`src/rtl/data_mem_arb_pkg.sv`:
```
// Shared types and constants for the data memory arbiter.
package data_mem_arb_pkg;

  typedef enum logic [1:0] {
    IDLE  = 2'd0,
    ISSUE = 2'd1,
    WAIT  = 2'd2,
    DONE  = 2'd3
  } arb_state_t;

  // Owner identifiers for the two requesters
  localparam logic CPU = 1'b0;
  localparam logic DBG = 1'b1;

  // Debug accesses are always full words
  localparam logic [3:0] DBG_SIGN_MASK = 4'b0111;

  // Read data returned when the memory never completes the access
  localparam logic [31:0] TIMEOUT_DATA = 32'hDEAD_BEEF;

endpackage

```
`src/rtl/data_mem_arbiter_arb_pick2.sv`:
```
// Two-way arbitration pick for the data memory arbiter.
// req[0] is the CPU, req[1] is the debug port; grant is the winning owner id.
// DATA_MEM_ARB_RR_EN: when defined, a tie goes to the requester that was not
// served last; otherwise the CPU always wins a tie.
module arb_pick2
  import data_mem_arb_pkg::*;
(
  input  logic [1:0] req,
  input  logic       last_owner,
  output logic       grant
);

`ifdef DATA_MEM_ARB_RR_EN
  // Alternate between requesters when both ask at once
  always_comb begin
    grant = CPU;
    if (req == 2'b11) begin
      grant = ~last_owner;
    end else if (req[1]) begin
      grant = DBG;
    end
  end
`else
  logic unused_last_owner;
  assign unused_last_owner = last_owner;

  // Fixed priority: CPU first, debug only when the CPU is quiet
  always_comb begin
    grant = CPU;
    if (!req[0] && req[1]) begin
      grant = DBG;
    end
  end
`endif

endmodule

```
`src/rtl/data_mem_arbiter.sv`:
```
// Data memory arbiter: shares a single-port data memory between the CPU
// load/store path and a debug/DMA port. One access at a time is latched,
// issued for one cycle and then held until the memory's clk_stall completes.
// Optional feature macro: DATA_MEM_ARB_RR_EN (round-robin tie breaking).
module data_mem_arbiter
  import data_mem_arb_pkg::*;
#(
  parameter int ADDR_W   = 32,
  parameter int DATA_W   = 32,
  parameter int STALL_TO = 15
) (
  input  logic              clk,
  input  logic              reset,
  input  logic              cpu_memread,
  input  logic              cpu_memwrite,
  input  logic [ADDR_W-1:0] cpu_addr,
  input  logic [DATA_W-1:0] cpu_wdata,
  input  logic [3:0]        cpu_sign_mask,
  output logic [DATA_W-1:0] cpu_rdata,
  output logic              cpu_stall,
  input  logic              dbg_req,
  input  logic              dbg_we,
  input  logic [ADDR_W-1:0] dbg_addr,
  input  logic [DATA_W-1:0] dbg_wdata,
  output logic              dbg_gnt,
  output logic              dbg_rvalid,
  output logic [DATA_W-1:0] dbg_rdata,
  output logic              mem_memread,
  output logic              mem_memwrite,
  output logic [ADDR_W-1:0] mem_addr,
  output logic [DATA_W-1:0] mem_wdata,
  output logic [3:0]        mem_sign_mask,
  input  logic [DATA_W-1:0] mem_rdata,
  input  logic              mem_clk_stall
);

  localparam int CNT_W = $clog2(STALL_TO + 1);

  arb_state_t       state;
  logic             owner;
  logic             acc_read;
  logic             seen_stall;
  logic [CNT_W-1:0] wait_cnt;
  logic             cpu_req;
  logic             pick;
  logic             pick_last;

  assign cpu_req = cpu_memread | cpu_memwrite;

`ifdef DATA_MEM_ARB_RR_EN
  logic last_owner;
  assign pick_last = last_owner;
`else
  assign pick_last = DBG;
`endif

  arb_pick2 u_pick (
    .req        ({dbg_req, cpu_req}),
    .last_owner (pick_last),
    .grant      (pick)
  );

  // The CPU is held off until the cycle its own access completes
  assign cpu_stall = cpu_req & ~((state == DONE) && (owner == CPU));

  // Access sequencer: arbitrate, issue one cycle, wait out the stall, complete
  always_ff @(posedge clk) begin
    if (reset) begin
      state         <= IDLE;
      owner         <= CPU;
      acc_read      <= 1'b0;
      seen_stall    <= 1'b0;
      wait_cnt      <= '0;
      cpu_rdata     <= '0;
      dbg_gnt       <= 1'b0;
      dbg_rvalid    <= 1'b0;
      dbg_rdata     <= '0;
      mem_memread   <= 1'b0;
      mem_memwrite  <= 1'b0;
      mem_addr      <= '0;
      mem_wdata     <= '0;
      mem_sign_mask <= 4'b0000;
`ifdef DATA_MEM_ARB_RR_EN
      last_owner    <= DBG;
`endif
    end else begin
      dbg_gnt      <= 1'b0;
      dbg_rvalid   <= 1'b0;
      mem_memread  <= 1'b0;
      mem_memwrite <= 1'b0;
      case (state)
        IDLE: begin
          if (cpu_req || dbg_req) begin
            owner      <= pick;
            seen_stall <= 1'b0;
            wait_cnt   <= '0;
            state      <= ISSUE;
            if (pick == DBG) begin
              acc_read      <= ~dbg_we;
              mem_memread   <= ~dbg_we;
              mem_memwrite  <= dbg_we;
              mem_addr      <= dbg_addr;
              mem_wdata     <= dbg_wdata;
              mem_sign_mask <= DBG_SIGN_MASK;
              dbg_gnt       <= 1'b1;
            end else begin
              acc_read      <= cpu_memread;
              mem_memread   <= cpu_memread;
              mem_memwrite  <= cpu_memwrite;
              mem_addr      <= cpu_addr;
              mem_wdata     <= cpu_wdata;
              mem_sign_mask <= cpu_sign_mask;
            end
          end
        end
        ISSUE: begin
          seen_stall <= mem_clk_stall;
          state      <= WAIT;
        end
        WAIT: begin
          if (mem_clk_stall) begin
            seen_stall <= 1'b1;
          end
          if (seen_stall && !mem_clk_stall) begin
            state <= DONE;
            if (owner == CPU) begin
              cpu_rdata <= mem_rdata;
            end else if (acc_read) begin
              dbg_rdata  <= mem_rdata;
              dbg_rvalid <= 1'b1;
            end
          end else if (wait_cnt >= CNT_W'(STALL_TO - 1)) begin
            state    <= DONE;
            wait_cnt <= CNT_W'(STALL_TO);
            if (owner == CPU) begin
              cpu_rdata <= DATA_W'(TIMEOUT_DATA);
            end else if (acc_read) begin
              dbg_rdata  <= DATA_W'(TIMEOUT_DATA);
              dbg_rvalid <= 1'b1;
            end
          end else begin
            wait_cnt <= wait_cnt + CNT_W'(1);
          end
        end
        DONE: begin
          state <= IDLE;
`ifdef DATA_MEM_ARB_RR_EN
          last_owner <= owner;
`endif
        end
        default: begin
          state <= IDLE;
        end
      endcase
    end
  end

endmodule

```
`config.mk`:
```
export PLATFORM = sky130hd
export DESIGN_NAME = data_mem_arbiter
export DESIGN_NICKNAME = d
export VERILOG_FILES = /design/src/rtl/data_mem_arb_pkg.sv /design/src/rtl/data_mem_arbiter_arb_pick2.sv /design/src/rtl/data_mem_arbiter.sv
export SDC_FILE = /design/constraint.sdc
export NUM_CORES = 1
export LEC_CHECK = 0
export BUFFER_PORTS_ARGS = -buffer_cell sky130_fd_sc_hd__buf_4
export CORE_AREA = 2 2 121 123
export CTS_CLUSTER_DIAMETER = 120
export DETAILED_ROUTE_END_ITERATION = 12
export DIE_AREA = 0 0 123 125
export GPL_TIMING_DRIVEN = 0
export PLACE_DENSITY = 0.72
export SLEW_MARGIN = 20
export SYNTH_ARGS = -nofsm -noshare
export SYNTH_HDL_FRONTEND = slang
export SYNTH_SLANG_ARGS = --single-unit
```
`constraint.sdc`:
```
create_clock -name clk -period 2.1 [get_ports clk]
set_clock_uncertainty 0.15 [all_clocks]
set_input_delay 0.21 -clock clk [delete_from_list [all_inputs] [get_ports clk]]
set_output_delay 0.21 -clock clk [all_outputs]
set_load 0.01 [all_outputs]
```
==> flow_summary.toml, run 1 <==
[placement]
pre_cts_slack_ps = -11.2
gp_congestion = 0.862
numPortBuffers = 305
dpl.hpwl_mm = 15.7

[pwr]
power_mw = 10.3
irDropWorstVdd_uv = 640
power.density_nw_per_um2 = 972
p_leak_nw = 4.66

[run]
drv_cap = 0

[floorplanning]
rows = 44
core-area_um2 = 14200
io_pins = 308
start_util = 0.411
dieArea_um2 = 15400
die_h_um = 125
die-width_um = 123

[finish]
drive_gt1_frac = 0.348
diodes = 0
nets = 1342
multi_input_area_um2 = 2530
register_area_um2 = 2900
fillerInstances = 916
area_growth_pct = 82.0

[detailed_routing]
drt_iter0_drc = 610
via_count = 7447
routed_via_density = 5.47
route.detailed.drc = 0
wl_per_cell_um = 19.2
ant_nets = 0
firstDrtPassIters = 5
finalWirelength_mm = 26.1

[clock_network]
cts_buffer_depth = 2
cts-root-buf = "clkbuf_16"
cts_tree = "built"
h-tree-depth = 4
insertion_delay_ps = 420
cts_buffers = 17
path_clk_slew_ps = 60
cts_sinks = 145

[global_routing]
antenna_found_initial = 0
grt_overflow = 0
grt_max_degree = 17
grt_usage = 0.332
grt_pass1_vias = 7534
grt_pass1_wl_mm = 39.6

[logic_synthesis]
synth_cell_type_count = 39
ys_ff_latch = 145
synth_ff_type = "dfxtp_1"
synth.most_common_cell = "a21oi_1"
synth_top_area_cell = "dfxtp_1"
avgSynthCellArea_um2 = 8.66
yosys_warnings = 0
synth_cells = 675
netlist_area_um2 = 5840
synthArstFlopShare = 0
synth_top_area_share = 0.497
syn_nets = 852
ys_top_cells_by_area = "dfxtp_1 50%, a21oi_1 13%, o21ai_0 7.9%, nand2_1 5.7%, o221a_2 4.0%"
synth-edff-count = 0
yosys-top-cells-count = "147 x a21oi_1, 145 x dfxtp_1, 92 x o21ai_0, 88 x nand2_1, 39 x inv_1"
yosysSeqAreaShare = 0.497

[sta]
fin_crit_sh = 0.960
setup_ws_ps = 83.0
fmax_mhz = 496
setup_viol = 0
fin_crit_ps = 2020
tightestPinTransition_ps = 623
tns_ps = 0
maxSlewViolCount = 0
slew_headroom = 0.585
finalHoldViolCount = 0
grt_setup_unrepaired = "true"

[worst_setup_path]
crit_slowest_cell = "o211ai_2"
crit_start = "wait_cnt[0]$_SDFFE_PP0P_"
crit_required_ps = 2240
rrSetupSlack_ps = 80
worst-r2r-cell-count = 6
endpoint_kind = "register"
slowest_delay_ps = 380
r2r-start = "wait_cnt[0]$_SDFFE_PP0P_"
crit_chain = "inv_1, ha_1, o211a_1, o211ai_2, buf_2, a21oi_1"
startpoint_type = "register"
cp_top_family = "compound AO/OA/AOI/OAI gates"
critPathCapture = "cpu_rdata[19]$_SDFFE_PP0P_"
crit_cells = 6
cp_max_fo = 10
path_class = "reg -> reg"
cp_num_buf_inv = 2
r2r_end = "cpu_rdata[19]$_SDFFE_PP0P_"
arrival_ps = 2160

[outcome]
status = "finished, final reports clean"

[worst_hold_path]
min_path_type = "in -> reg"
[per-stage QoR]
| stage | area, um^2 | cells | hold slack, ps | util |
|---|---|---|---|---|
| after global placement | 8360 | 1164 | 284 | 0.589 |
| after detailed placement | 8360 | 1164 | 288 | 0.589 |
| final | 10600 | 1362 | 34.3 | 0.749 |
| after CTS | 10600 | 1361 | 28.3 | 0.747 |
| after floorplan | 5840 | 675 | 194 | - |
| after global routing | 10600 | 1362 | 44.2 | 0.749 |
[timing repair]
action,in CTS,in global routing
gates resized for setup,4,14
endpoints found under the setup margin,23,86
pin swaps,0,0
endpoints found under the hold margin,132,0
setup buffers,0,1
hold buffers,165,0
[cell families (layout without fill, tap and decap cells)]
logic type	Yosys count	in the layout	synth area share
multiplexers	13	13	0.0225
AO/OA/AOI/OAI	301	301	0.308
buffers and inverters	96	599	0.0747
adder cells (fa/ha/maj)	6	6	0.0128
flip-flops	145	145	0.497
AND/OR/NAND/NOR	114	114	0.0848
[report_power, final]
part	internal [mW]	switching [mW]	total, mW
combinational	1.66	2.06	3.72
clock	1.78	1.22	3.00
sequential	3.28	0.332	3.62
[worst min-delay path by stage]
stage                                     from                    endpoint  slack [ps]  cells after the start
finish                            cpu_memwrite     mem_memwrite$_SDFF_PP0_          30                      3
global route                      cpu_memwrite     mem_memwrite$_SDFF_PP0_          40                      3
CTS                               cpu_memwrite     mem_memwrite$_SDFF_PP0_          30                      3
detailed placement  cpu_rdata[10]$_SDFFE_PP0P_  cpu_rdata[10]$_SDFFE_PP0P_         290                      2
global placement    cpu_rdata[26]$_SDFFE_PP0P_  cpu_rdata[26]$_SDFFE_PP0P_         280                      2
floorplan                          dbg_addr[0]    mem_addr[0]$_SDFFE_PP0P_         190                      2
[registers in the layout (all words and copies together), names as in the netlist]
register	cells
cpu_rdata	32
owner	1
mem_sign_mask	4
state	2
dbg_rvalid	1
mem_addr	32
dbg_rdata	32
mem_memread	1
wait_cnt	4
mem_wdata	32
acc_read	1
seen_stall	1
dbg_gnt	1
mem_memwrite	1
[worst reg2reg max path, cell delays in order, from the launching register on]
cell and delay, ps:
dfxtp_1 370, inv_1 70, ha_1 220, o211a_1 250, o211ai_2 380, buf_2 310, a21oi_1 130
[metal layers]
| layer | track usage | share of wire | wire, um | vias to the layer above |
|---|---|---|---|---|
| li1 | - | - | - | 3359 |
| met1 | 0.367 | 0.36 | 9520 | 3458 |
| met2 | 0.553 | 0.48 | 12500 | 497 |
| met3 | 0.0963 | 0.092 | 2400 | 133 |
| met4 | 0.208 | 0.063 | 1650 | 0 |
| met5 | 0 | 0 | 0 | - |
[layout by cell type (no fill, tap or decap), types with 10 or more instances in the layout]
master,Yosys,layout
dfxtp_1,145,145
mux2i_1,12,12
o21ai_0,92,92
o221a_2,21,21
buf_2,16,15
inv_1,39,39
buf_4,3,310
nand2_1,88,88
clkbuf_16,0,17
dlygate4sd3_1,0,165
a21oi_1,147,147
clkbuf_1,30,24
a21oi_2,11,10
[cell type report]
| class | count | area share |
|---|---|---|
| Inverter | 39 | 0.0138 |
| Timing Repair Buffer | 471 | 0.371 |
| Sequential cell | 145 | 0.273 |
| Buffer | 57 | 0.0285 |
| Tap cell | 184 | 0.0216 |
| Clock buffer | 19 | 0.0416 |
| Multi-Input combinational cell | 434 | 0.238 |
| Clock inverter | 13 | 0.0127 |
Note: power is estimated with default switching activity, not from simulation.
==> run 2, diff against run 1 <==
--- a/config.mk
+++ b/config.mk
@@ -11,7 +11,7 @@
 export DETAILED_ROUTE_END_ITERATION = 12
 export DIE_AREA = 0 0 123 125
 export GPL_TIMING_DRIVEN = 0
-export PLACE_DENSITY = 0.72
+export PLACE_DENSITY = 0.86
 export SLEW_MARGIN = 20
 export SYNTH_ARGS = -nofsm -noshare
 export SYNTH_HDL_FRONTEND = slang
==> run 2 against run 1 <==
  * Die area is the same
  * Maximum frequency shrank 0.22%
  * Core utilization grew 0.36 points
  * Non-clock buffer count grew 1
  * Power grew 2.1%
  * Global-route usage grew 1.7 points
  * Cell area grew 0.48%
  * Clock power grew 6%
  * Clock-buffer cell count grew 1
  * Combinational power grew 1%
  * Critical endpoint is now dbg_rdata[10]$_SDFFE_PP0P_
  * Largest power group unchanged
==> flow_summary.toml, run 2 (synthesis results as in run 1) <==
[clock_network]
cts_buffer_depth = 2
cts_sinks = 145
path_clk_slew_ps = 60
insertion_delay_ps = 420
cts-root-buf = "clkbuf_16"
cts_buffers = 17
h-tree-depth = 4
cts_tree = "built"

[sta]
tns_ps = 0
tightestPinTransition_ps = 715
finalHoldViolCount = 0
maxSlewViolCount = 0
fmax_mhz = 495
setup_viol = 0
fin_crit_sh = 0.963
slew_headroom = 0.518
fin_crit_ps = 2020
fin_hold_ws_ps = 72.4

[worst_setup_path]
rrSetupSlack_ps = 80
startpoint_type = "register"
arrival_ps = 2180
r2r_end = "dbg_rdata[10]$_SDFFE_PP0P_"
crit_start = "seen_stall$_SDFFE_PP0P_"
worst-r2r-cell-count = 4
crit_required_ps = 2260
path_class = "reg -> reg"
endpoint_kind = "register"
cp_max_fo = 10
r2r-start = "seen_stall$_SDFFE_PP0P_"

[floorplanning]
start_util = 0.411
die-width_um = 123
dieArea_um2 = 15400
rows = 44
io_pins = 308
die_h_um = 125
core-area_um2 = 14200

[global_routing]
grt_pass1_wl_mm = 41.3
grt_overflow = 0
antenna_found_initial = 1
grt_usage = 0.349
grt_pass1_vias = 8010
grt_max_degree = 17

[pwr]
p_leak_nw = 4.67
irDropWorstVdd_uv = 544
power.density_nw_per_um2 = 988
power_mw = 10.6

[worst_hold_path]
hold_start = "mem_clk_stall"
min_path_type = "in -> reg"
holdPathStages = 4
min_to = "cpu_rdata[14]$_SDFFE_PP0P_"

[finish]
nets = 1343
layoutNonFillerInstCount = 1364
fin_util = 0.752
mostFrequentLayoutCells = "311 x buf_4, 165 x dlygate4sd3_1, 147 x a21oi_1"
final_common_cell = "buf_4"
area_growth_pct = 82.9
drive_gt1_frac = 0.348

[detailed_routing]
route.detailed.drc = 0
routed.top_layer = "met4"
finalWirelength_mm = 27.5
routed_via_density = 5.63
firstDrtPassIters = 5
dr_wl_met3_mm = 2.80
drt_iter0_drc = 616
via_count = 7685
wl_per_cell_um = 20.1
dr_wl_met2_mm = 13.1
ant_nets = 0
drt-met1-wl_mm = 9.49

[placement]
numPortBuffers = 305
place_inst = 1164
gp_congestion = 0.844
dpl.hpwl_mm = 15.5

[run]
drv_cap = 0

[outcome]
status = "finished, final reports clean"
-- run 2: cell type report --
cell class                      count  area (um^2)
Antenna cell                        1         2.50
Buffer                             56          302
Clock buffer                       20          447
Clock inverter                     12          158
Fill cell                         882         3520
Inverter                           39          146
Multi-Input combinational cell    434         2530
Sequential cell                   145         2900
Tap cell                          184          230
Timing Repair Buffer              473         3960
-- run 2: what timing repair did --
| action | CTS | global route |
|---|---|---|
| endpoints found under the hold margin | 133 | 0 |
| hold buffers | 165 | 0 |
| endpoints found under the setup margin | 65 | 74 |
| pin swaps | 0 | 0 |
| resized for setup | 7 | 10 |
| buffers inserted | 3 | 0 |
-- run 2: through the flow --
stage	setup WS [ps]	area [um^2]
2_1_floorplan	347	5840
3_3_place_gp	-26.6	8360
3_5_place_dp	-72.3	8360
4_1_cts	26.3	10700
5_1_grt	-12.0	10700
6_report	78.7	10700
-- run 2: how the worst max path moves through the flow --
stage               depth (start not counted)                         end  slack, ps
finish                                      4  dbg_rdata[10]$_SDFFE_PP0P_         80
global route                                4  dbg_rdata[13]$_SDFFE_PP0P_        -10
CTS                                         6  dbg_rdata[19]$_SDFFE_PP0P_         30
detailed placement                          6   mem_addr[29]$_SDFFE_PP0P_        -70
global placement                            6    mem_addr[4]$_SDFFE_PP0P_        -30
floorplan                                   6  cpu_rdata[20]$_SDFFE_PP0P_        350
-- run 2: per-layer routing --
layer | vias up | track usage
met4 | 0 | 0.247
met5 | - | 0
met3 | 170 | 0.0990
met1 | 3530 | 0.363
li1 | 3365 | -
met2 | 620 | 0.594
-- run 2: critical path: stages, from the launching register on --
cell	delay, ps
dfxtp_1	380
nor2b_1	350
nand4_1	360
clkbuf_1	350
o221a_2	320
-- run 2: where the power goes --
| part | internal (mW) | switching (mW) |
|---|---|---|
| Sequential | 3.28 | 0.336 |
| Combinational | 1.68 | 2.09 |
| Clock | 1.91 | 1.26 |
==> run 3, diff against run 2 <==
--- a/config.mk
+++ b/config.mk
@@ -6,12 +6,12 @@
 export NUM_CORES = 1
 export LEC_CHECK = 0
 export BUFFER_PORTS_ARGS = -buffer_cell sky130_fd_sc_hd__buf_4
-export CORE_AREA = 2 2 121 123
+export CORE_MARGIN = 1
+export CORE_UTILIZATION = 40
 export CTS_CLUSTER_DIAMETER = 120
 export DETAILED_ROUTE_END_ITERATION = 12
-export DIE_AREA = 0 0 123 125
 export GPL_TIMING_DRIVEN = 0
-export PLACE_DENSITY = 0.86
+export PLACE_DENSITY = 0.83
 export SLEW_MARGIN = 20
 export SYNTH_ARGS = -nofsm -noshare
 export SYNTH_HDL_FRONTEND = slang
==> run 3 against run 2 <==
  * Maximum frequency rose by 0.48%
  * Via count about the same
  * First-iteration DRC count rose by 20%
  * Worst setup slack improved by 9.6 ps
  * Sequential power barely moved
  * Sequential share of layout area is 0.10 points higher
  * Power down 1.0%
  * Cell area shrank 0.37%
  * Clock power is 4% lower
  * Hold slack worse by 34 ps
  * Global-route usage up 1.3 points
  * Register-to-register slack barely moved
==> flow_summary.toml, run 3 (synthesis results as in run 1) <==
[outcome]
status = "finished, final reports clean"

[finish]
mostFrequentLayoutCells = "311 x buf_4, 165 x dlygate4sd3_1, 147 x a21oi_1"
final_common_cell = "buf_4"
fillerInstances = 864
drive_gt1_frac = 0.346
nets = 1343
multi_input_area_um2 = 2530
area_growth_pct = 82.2
register_area_um2 = 2900
final_cell_area_um2 = 10600

[detailed_routing]
route.detailed.drc = 0
wl_per_cell_um = 20.5
ant_nets = 0
routed_via_density = 5.65
firstDrtPassIters = 5
drt_iter0_drc = 739
via_count = 7681
finalWirelength_mm = 27.8

[sta]
fin_hold_ws_ps = 38.6
maxSlewViolCount = 0
setup_viol = 0
grt_setup_unrepaired = "true"
fin_crit_sh = 0.958
fin_crit_ps = 2010
tns_ps = 0
slew_headroom = 0.481
finalHoldViolCount = 0
setup_ws_ps = 88.3
fmax_mhz = 497
tightestPinTransition_ps = 778

[global_routing]
grt_overflow = 0
grt_pass1_wl_mm = 40.9
antenna_found_initial = 0
grt_max_degree = 17
grt_pass1_vias = 7789
grt_usage = 0.362

[pwr]
power_mw = 10.4
power.density_nw_per_um2 = 981
p_leak_nw = 4.65
irDropWorstVdd_uv = 872

[floorplanning]
die-width_um = 123
dieArea_um2 = 15100
io_pins = 308
rows = 43
start_util = 0.416
core-area_um2 = 14000
die_h_um = 123

[clock_network]
cts_buffers = 17
cts-root-buf = "clkbuf_16"
insertion_delay_ps = 430
path_clk_slew_ps = 60
h-tree-depth = 4
cts_buffer_depth = 2
cts_tree = "built"
cts_sinks = 145

[worst_setup_path]
rrSetupSlack_ps = 90
arrival_ps = 2180
cp_max_fo = 10
path_class = "reg -> reg"
crit_required_ps = 2270
startpoint_type = "register"
endpoint_kind = "register"

[placement]
gp_congestion = 0.867
pre_cts_slack_ps = -40.1
dpl.hpwl_mm = 15.2
numPortBuffers = 305
place_area_um2 = 8360

[worst_hold_path]
min_path_type = "in -> reg"

[run]
drv_cap = 0
run 3: changes by cell type in the layout (fill, tap and decap cells not counted), sizes merged:
cell / before / now
clkbuf: 49 / 48
buf: 335 / 334
bufinv: 3 / 2
clkinv: 4 / 6
diode: 1 / 2
run 3: metal layers:
metal  vias up  global-route usage  wire, um
met5         -                   0         0
met4         0               0.257      1770
met3       150              0.0939      2570
met2       560               0.621     13900
met1      3608               0.384      9610
li1       3363                   -         -
run 3: report_power, final:
| group | leakage (nW) | internal [mW] | switching (mW) |
|---|---|---|---|
| combinational | 3.18 | 1.67 | 2.11 |
| sequential | 1.19 | 3.28 | 0.360 |
| clock | 0.278 | 1.77 | 1.25 |
run 3: per-stage QoR:
step | utilization | cells
2_1_floorplan | - | 675
3_3_place_gp | 0.595 | 1160
3_5_place_dp | 0.595 | 1160
4_1_cts | 0.756 | 1358
5_1_grt | 0.758 | 1358
6_report | 0.758 | 1360
run 3: worst paths after layout:
kind / startpoint / to / cells after the start
setup / recovery: seen_stall$_SDFFE_PP0P_ / dbg_rdata[15]$_SDFFE_PP0P_ / 4
hold / removal: cpu_memwrite / mem_memwrite$_SDFF_PP0_ / 3
hold reg to reg: cpu_rdata[11]$_SDFFE_PP0P_ / cpu_rdata[11]$_SDFFE_PP0P_ / 2
setup reg to reg: seen_stall$_SDFFE_PP0P_ / dbg_rdata[15]$_SDFFE_PP0P_ / 4
run 3: critical path, cell delays in order (launching register included):
cell and delay [ps]:
dfxtp_1 390, nor2b_1 340, nand4_1 380, clkbuf_1 340, o221a_2 300
run 3: layout make-up:
class,instances,share of cell area
Buffer,57,0.0281
Multi-Input combinational cell,434,0.238
Clock buffer,18,0.0413
Tap cell,180,0.0212
Antenna cell,2,0.000470
Sequential cell,145,0.273
Timing Repair Buffer,472,0.372
Clock inverter,13,0.0129
Inverter,39,0.0138
run 3: repair_timing:
| action | in CTS | in global routing |
|---|---|---|
| gates resized for setup | 3 | 12 |
| setup buffers | 2 | 0 |
| hold buffers | 165 | 0 |
| hold endpoints to repair | 133 | 0 |
| setup endpoints to repair | 34 | 105 |
